--- src/rtl/vdma_frame_scheduler.sv ---
// Frame-buffer scheduler for the VDMA read core: re-arms the core once per frame with the
// newest fully written buffer and steers the frame writer away from the buffer being read.
module vdma_frame_scheduler #(
   parameter int AXI4_ADDR_WIDTH = 32,
   parameter int INDEX_WIDTH     = 8,
   parameter int BUF_NUM         = 3,
   parameter int STAT_WIDTH      = 16
) (
   input  logic                       aresetn,
   input  logic                       aclk,
   input  logic                       cfg_enable,
   input  logic [AXI4_ADDR_WIDTH-1:0] cfg_base_addr,
   input  logic [AXI4_ADDR_WIDTH-1:0] cfg_buf_size,
   input  logic                       wr_frame_done,
   output logic [1:0]                 wr_buf_index,
   output logic                       core_enable,
   output logic                       core_update,
   output logic [AXI4_ADDR_WIDTH-1:0] core_addr,
   input  logic                       core_busy,
   input  logic [INDEX_WIDTH-1:0]     core_index,
   output logic [1:0]                 rd_buf_index,
   output logic                       sched_busy,
   output logic [STAT_WIDTH-1:0]      stat_repeat,
   output logic [STAT_WIDTH-1:0]      stat_drop
);
   typedef enum logic [1:0] {IDLE, ISSUE, RUN} state_t;

   state_t                     state, state_n;
   logic [1:0]                 newest;
   logic                       newest_valid, newest_read;
   logic [INDEX_WIDTH-1:0]     idx_prev;
   logic                       issue, acked, repeat_hit, drop_hit;
   logic [1:0]                 sel_buf, rd_next, wr_next;
   logic [AXI4_ADDR_WIDTH-1:0] addr_next;

   function automatic logic [1:0] buf_inc(input logic [1:0] b);
      return (b == 2'(BUF_NUM - 1)) ? 2'd0 : b + 2'd1;
   endfunction

   always_ff @(posedge aclk or negedge aresetn) begin
      if (!aresetn) state <= IDLE;
      else          state <= state_n;
   end

   always_comb begin
      state_n = state;
      case (state)
         IDLE:    if (cfg_enable && !core_busy) state_n = ISSUE;
         ISSUE:   if (core_index != idx_prev) state_n = RUN;
         RUN:     if (!core_busy) state_n = cfg_enable ? ISSUE : IDLE;
         default: state_n = IDLE;
      endcase
   end

   // A write finishing in the issue cycle is bypassed straight to the reader.
   always_comb begin
      issue      = (state != ISSUE) && (state_n == ISSUE);
      acked      = (state == ISSUE) && (state_n == RUN);
      sel_buf    = wr_frame_done ? wr_buf_index : (newest_valid ? newest : 2'd0);
      rd_next    = issue ? sel_buf : rd_buf_index;
      wr_next    = buf_inc(wr_buf_index);
      if (wr_next == rd_next) wr_next = buf_inc(wr_next);
      addr_next  = cfg_base_addr + AXI4_ADDR_WIDTH'(sel_buf) * cfg_buf_size;
      repeat_hit = issue && !wr_frame_done && (newest_read || !newest_valid);
      drop_hit   = wr_frame_done && newest_valid && !newest_read;
   end

   always_ff @(posedge aclk or negedge aresetn) begin
      if (!aresetn) begin
         core_enable  <= 1'b0;
         core_update  <= 1'b0;
         core_addr    <= '0;
         wr_buf_index <= 2'd0;
         rd_buf_index <= 2'd0;
         sched_busy   <= 1'b0;
         stat_repeat  <= '0;
         stat_drop    <= '0;
         newest       <= 2'd0;
         newest_valid <= 1'b0;
         newest_read  <= 1'b0;
         idx_prev     <= '0;
      end else begin
         sched_busy <= (state_n != IDLE);
         if (issue) begin
            rd_buf_index <= sel_buf;
            core_addr    <= addr_next;
            idx_prev     <= core_index;
            core_enable  <= 1'b1;
            core_update  <= 1'b1;
            newest_read  <= 1'b1;
         end else if (acked) begin
            core_enable  <= 1'b0;
            core_update  <= 1'b0;
         end
         if (repeat_hit) stat_repeat <= stat_repeat + STAT_WIDTH'(1);
         if (drop_hit)   stat_drop   <= stat_drop + STAT_WIDTH'(1);
         if (wr_frame_done) begin
            newest       <= wr_buf_index;
            newest_valid <= 1'b1;
            wr_buf_index <= wr_next;
            if (!issue) newest_read <= 1'b0;
         end
      end
   end
endmodule

--- config.mk ---
export PLATFORM = sky130hd
export DESIGN_NAME = vdma_frame_scheduler
export DESIGN_NICKNAME = d
export VERILOG_FILES = /design/src/rtl/vdma_frame_scheduler.sv
export SDC_FILE = /design/constraint.sdc
export NUM_CORES = 1
export LEC_CHECK = 0
export ABC_AREA = 1
export BUFFER_PORTS_ARGS = -buffer_cell sky130_fd_sc_hd__buf_2
export CAP_MARGIN = 20
export CELL_PAD_IN_SITES_DETAIL_PLACEMENT = 0
export CELL_PAD_IN_SITES_GLOBAL_PLACEMENT = 1
export CORE_ASPECT_RATIO = 0.6
export CORE_MARGIN = 1.5
export CORE_UTILIZATION = 40
export DETAILED_ROUTE_END_ITERATION = 16
export PLACE_DENSITY_LB_ADDON = 0.1
export REMOVE_ABC_BUFFERS = 1
export SKIP_CTS_REPAIR_TIMING = 1
export SLEW_MARGIN = 20
export SYNTH_ARGS = -nofsm -noshare
export SYNTH_HDL_FRONTEND = slang
export SYNTH_SLANG_ARGS = --single-unit
export TNS_END_PERCENT = 50
--- constraint.sdc ---
create_clock -name aclk -period 3.5 [get_ports aclk]
set_clock_uncertainty 0.05 [all_clocks]
set_input_delay 0.35 -clock aclk [delete_from_list [all_inputs] [get_ports aclk]]
set_output_delay 0.35 -clock aclk [all_outputs]
set_load 0.01 [all_outputs]
### After elaboration in Yosys (flattened, before gate mapping)

Cells that the tools add are included.

* add/sub/neg operators: 5
* multiply operators: 1
* divide/modulo/power cells: 0
* order comparisons: 0
* eq/ne operators: 9
* shift-type cells: 0
* mux-type cells: 16
* bitwise logic cells: 0
* reduce and logical (&&, ||, !) cells: 15

Operator list (number)
* $add 16x1->16 const B: 2
* $add 32x32->32: 1
* $mul 2x32->32: 1
* $mux 2: 9
* $eq 2x2->1 const B: 4
* $ne 8x8->1: 1
* $logic_and 1x1->1: 7
* $mux 1: 6
* $pmux 2 s3: 1
* $add 2x1->2 const B: 2
* $eq 2x1->1 const B: 2
* $logic_not 1->1: 4
* $reduce_bool 2->1: 2
* $eq 2x2->1: 1
* $logic_not 2->1: 1
* $ne 2x1->1 const B: 1
* $logic_or 1x1->1: 1

* register bits: 84
* latch bits: 0
* bits in writable memories: 0
* bits in read-only memories: 0
* input port bits: 77
* output and inout bits: 71
* logic and storage cells: 58
* memories kept: 0

### Longest topological paths before layout

* depth in word-level cells: 9
* mapped depth: 21

### Least setup slack after synthesis

Ideal clock, no wire load.

* path type: input-to-reg
* start point: input port wr_frame_done
* end point: register core_addr[14]
* setup time: 0.118 ns
* data arrival time: 2.888 ns
* data required time: 3.332 ns
* path slack: 0.444 ns
* stages on the path: 18
* cells stage by stage: buf_6 nand2_1 nand2_4 inv_4 clkbuf_1 nand2_1 fa_1 inv_1 ha_1 nand2_1 inv_1 nand2_1 inv_1 a21oi_1 nand2_1 or2_2 nand3_1 nand2_1

* cells in the longest elaborated chain, start to end: 3

Ends and longest elaborated chain
* start: declaration: line 14 `input logic wr_frame_done,`
* $mux 2: line 59 `sel_buf = wr_frame_done ? wr_buf_index : (newest_valid ? newest : 2'd0);`
* $mul 2x32->32: line 63 `addr_next = cfg_base_addr + AXI4_ADDR_WIDTH'(sel_buf) * cfg_buf_size;`
* $add 32x32->32: line 63
* end signal: assignment: line 86 `core_addr <= addr_next;`
* end: declaration: line 18 `output logic [AXI4_ADDR_WIDTH-1:0] core_addr,`

No other way between the ends.
A chain may end at the register's enable or synchronous reset.

### Worst setup path in the final report

* start point: register wr_buf_index[1]
* end point: register core_addr[14]

* cells in the longest elaborated chain, start to end: 3

Ends and longest elaborated chain
* start: declaration: line 15 `output logic [1:0] wr_buf_index,`
* start signal: assignment: line 100 `wr_buf_index <= wr_next;`
* $mux 2: line 59
* $mul 2x32->32: line 63
* $add 32x32->32: line 63

No other way between the ends.

==> metrics.yaml <==
start_util: 0.412
hold_class: "in -> async"
relSlewSlack: 0.462
drc: 0
seq_area_frac_synth: 0.295
top_usage_layer: "met1"
use_met1: 0.385
root_buffer: "clkbuf_16"
synth_area_leaders: "dfrtp_1 (29%), nand2_1 (21%), inv_1 (11%), fa_1 (8.7%), ha_1 (5.8%)"
synth_most_common_cell: "nand2_1"
worstSetupPathType: "reg -> reg"
cts_htree_levels: 3
syn_area_per_cell_um2: 6.81
reg2reg_from: "wr_buf_index[1]"
cts_sinks: 84
area_delta_synth_final_pct: 23.8
drt_iter0_markers: 517
postLayoutSetupSlackWorst_ns: 0.254
status: "completed"
slew_viol_final: 0
drive_gt1_frac: 0.205
dieWidth_um: 175
tightest_slew_ns: 0.807
die_area_um2: 18700
period_minus_slack_ns: 3.25
drt_first_pass_iters: 5
r2r_cells: 18
synth_top_family_by_area: "simple AND/OR/NAND/NOR gates"
insertion_delay_ns: 0.34
wire_per_inst_um: 13.6
crit_path_max_fanout: 10
synth_compound_area_frac: 0.0372
portBuffers: 147
fin_cells: 1477
stdcell_area_um2: 8830
hold_viol_final: 0
leakage_nw: 5.31
crit_path_end_kind: "register"
viasPerCell: 4.54
met2_usage: 0.294
min_period_over_period: 0.927
synth_edf_count: 0
finalSetupTns_ns: 0
synth_seq_cells: 84
vias: 6711
powerDensity_nw_per_um2: 682
antenna_left: 0
synthCells: 1047
synthAdderAreaFrac: 0.145
dp_hpwl_um: 16100
yosysTopAreaCell: "dfrtp_1"
yosysTopAreaCellShare: 0.295
layout.nets: 1379
ff2ff_setup_slack_ns: 0.25
synth_simple_gate_area_frac: 0.348
yosys-top-cells-count: "nand2_1 (397), inv_1 (206), dfrtp_1 (84)"
grt_pass1_wl_um: 32700
wirelength_um: 20100
setup_viol: 0
place_inst: 1461
ios: 148
yosys_most_used_dff: "dfrtp_1"
dp_slack_ns: 0.0101
final_util: 0.510
cts_tree: "done"
path_clk_slew_ns: 0.08
cp-startpoint: "wr_buf_index[1]"
yosys_warnings: 0
first_global_vias: 6147
grt_use_met3: 0.0315
diodes: 0
worst_ir_drop_vdd_mv: 0.285
synth.area.mux_share: 0.00158
core_um2: 17300
grt_max_degree: 58
postPlaceCellArea_um2: 8500
synth_xor_area_frac: 0.0516
crit_required_ns: 3.69
antenna_found_initial: 0
grt-ovfl-total: 0
worstReg2RegEnd: "core_addr[14]"
synth.cell_area_um2: 7130
rows: 37
cts_made_buffers: 9
cp-start-kind: "register"
synth_cell_types: 39
gp_congestion: 0.861
track_usage: 0.225
die_h_um: 106
cts.path.max_buffers: 2
critPathArrivalTime_ns: 3.43
synthArstFlopShare: 1.00
maxCapViolCount: 0
fmax_mhz: 308
## layout make-up
cell class | count | area, um2
fill | 1837 | 8480
clock buffer | 9 | 225
timing repair buffer | 195 | 1150
tap | 234 | 293
multi-input combinational | 735 | 4170
inverter | 213 | 803
sequential | 84 | 2100
clock inverter | 7 | 85.1
## worst max-delay path, cell delays in order (launching register included)
cell	delay, ns
dfrtp_1	0.41
inv_1	0.07
nand2_1	0.10
nand2_2	0.11
inv_2	0.12
buf_12	0.13
nand2_1	0.07
fa_1	0.51
inv_1	0.04
ha_1	0.36
nand2_1	0.14
inv_1	0.06
nand2_1	0.13
inv_1	0.05
a21oi_1	0.17
nand2_2	0.16
or2_2	0.31
nand3_1	0.10
nand2_1	0.06
## sequential cells by signal, indices dropped and copies added, names as in the netlist
name / cells
rd_buf_index: 2
sched_busy: 1
wr_buf_index: 2
core_addr: 32
newest_valid: 1
idx_prev: 8
core_update: 1
state: 2
stat_drop: 16
stat_repeat: 16
newest: 2
newest_read: 1
## layout by cell type, fill, tap and decap left out, types with 5 or more instances in the layout
cell       netlist  layout
buf_4            1      45
or2_2            5       5
inv_1          206     206
fa_1            31      31
nand2_1        397     394
xnor2_1         26      26
nor3_1          13      12
nand4_1         13      13
inv_2            5       5
nand2_2          6       9
xor2_1          16      16
o21ai_0         16      16
ha_1            33      32
dfrtp_1         84      83
clkbuf_16        0       9
nor2_1          60      59
nand3_1         67      67
nor2_4           5       5
a21oi_1         22      22
buf_2            2     146
## stage by stage
stage                     total power [mW]  hold slack (ns)
after global placement                4.96            0.408
after CTS                             6.03           0.0693
final                                 6.02           0.0432
after detailed placement              4.97            0.410
after global routing                  6.61            0.109
after floorplan                       3.59          0.00441
## where the power goes
| group | switching (mW) | internal (mW) | total, mW |
|---|---|---|---|
| logic | 2.14 | 1.40 | 3.54 |
| clock network | 0.471 | 0.566 | 1.04 |
| registers | 0.204 | 1.24 | 1.44 |
## cells by family after synthesis
| logic type | count (synthesis) |
|---|---|
| adders and majority gates | 64 |
| and+or+nand+nor | 580 |
| muxes | 1 |
| xor gates and xnor gates | 42 |
| AOI/OAI and AO/OA | 48 |
| buffers and inverters | 228 |
| DFF | 84 |
## how the worst max path moves through the flow
stage | end | slack (ns) | cells past startpoint
4_1_cts | core_addr[28] | 0.11 | 18
6_report | core_addr[14] | 0.25 | 18
3_5_place_dp | core_addr[28] | 0.01 | 20
3_3_place_gp | core_addr[28] | 0.03 | 19
5_1_grt | core_addr[14] | -0.02 | 18
2_1_floorplan | core_addr[29] | 0.47 | 16
## per-layer routing
layer	wire length, um	vias up
met3	1250	2
met2	7280	190
li1	-	3538
met4	46	0
met5	0	-
met1	11500	2981
No activity file was read; power rests on OpenSTA's default activity.
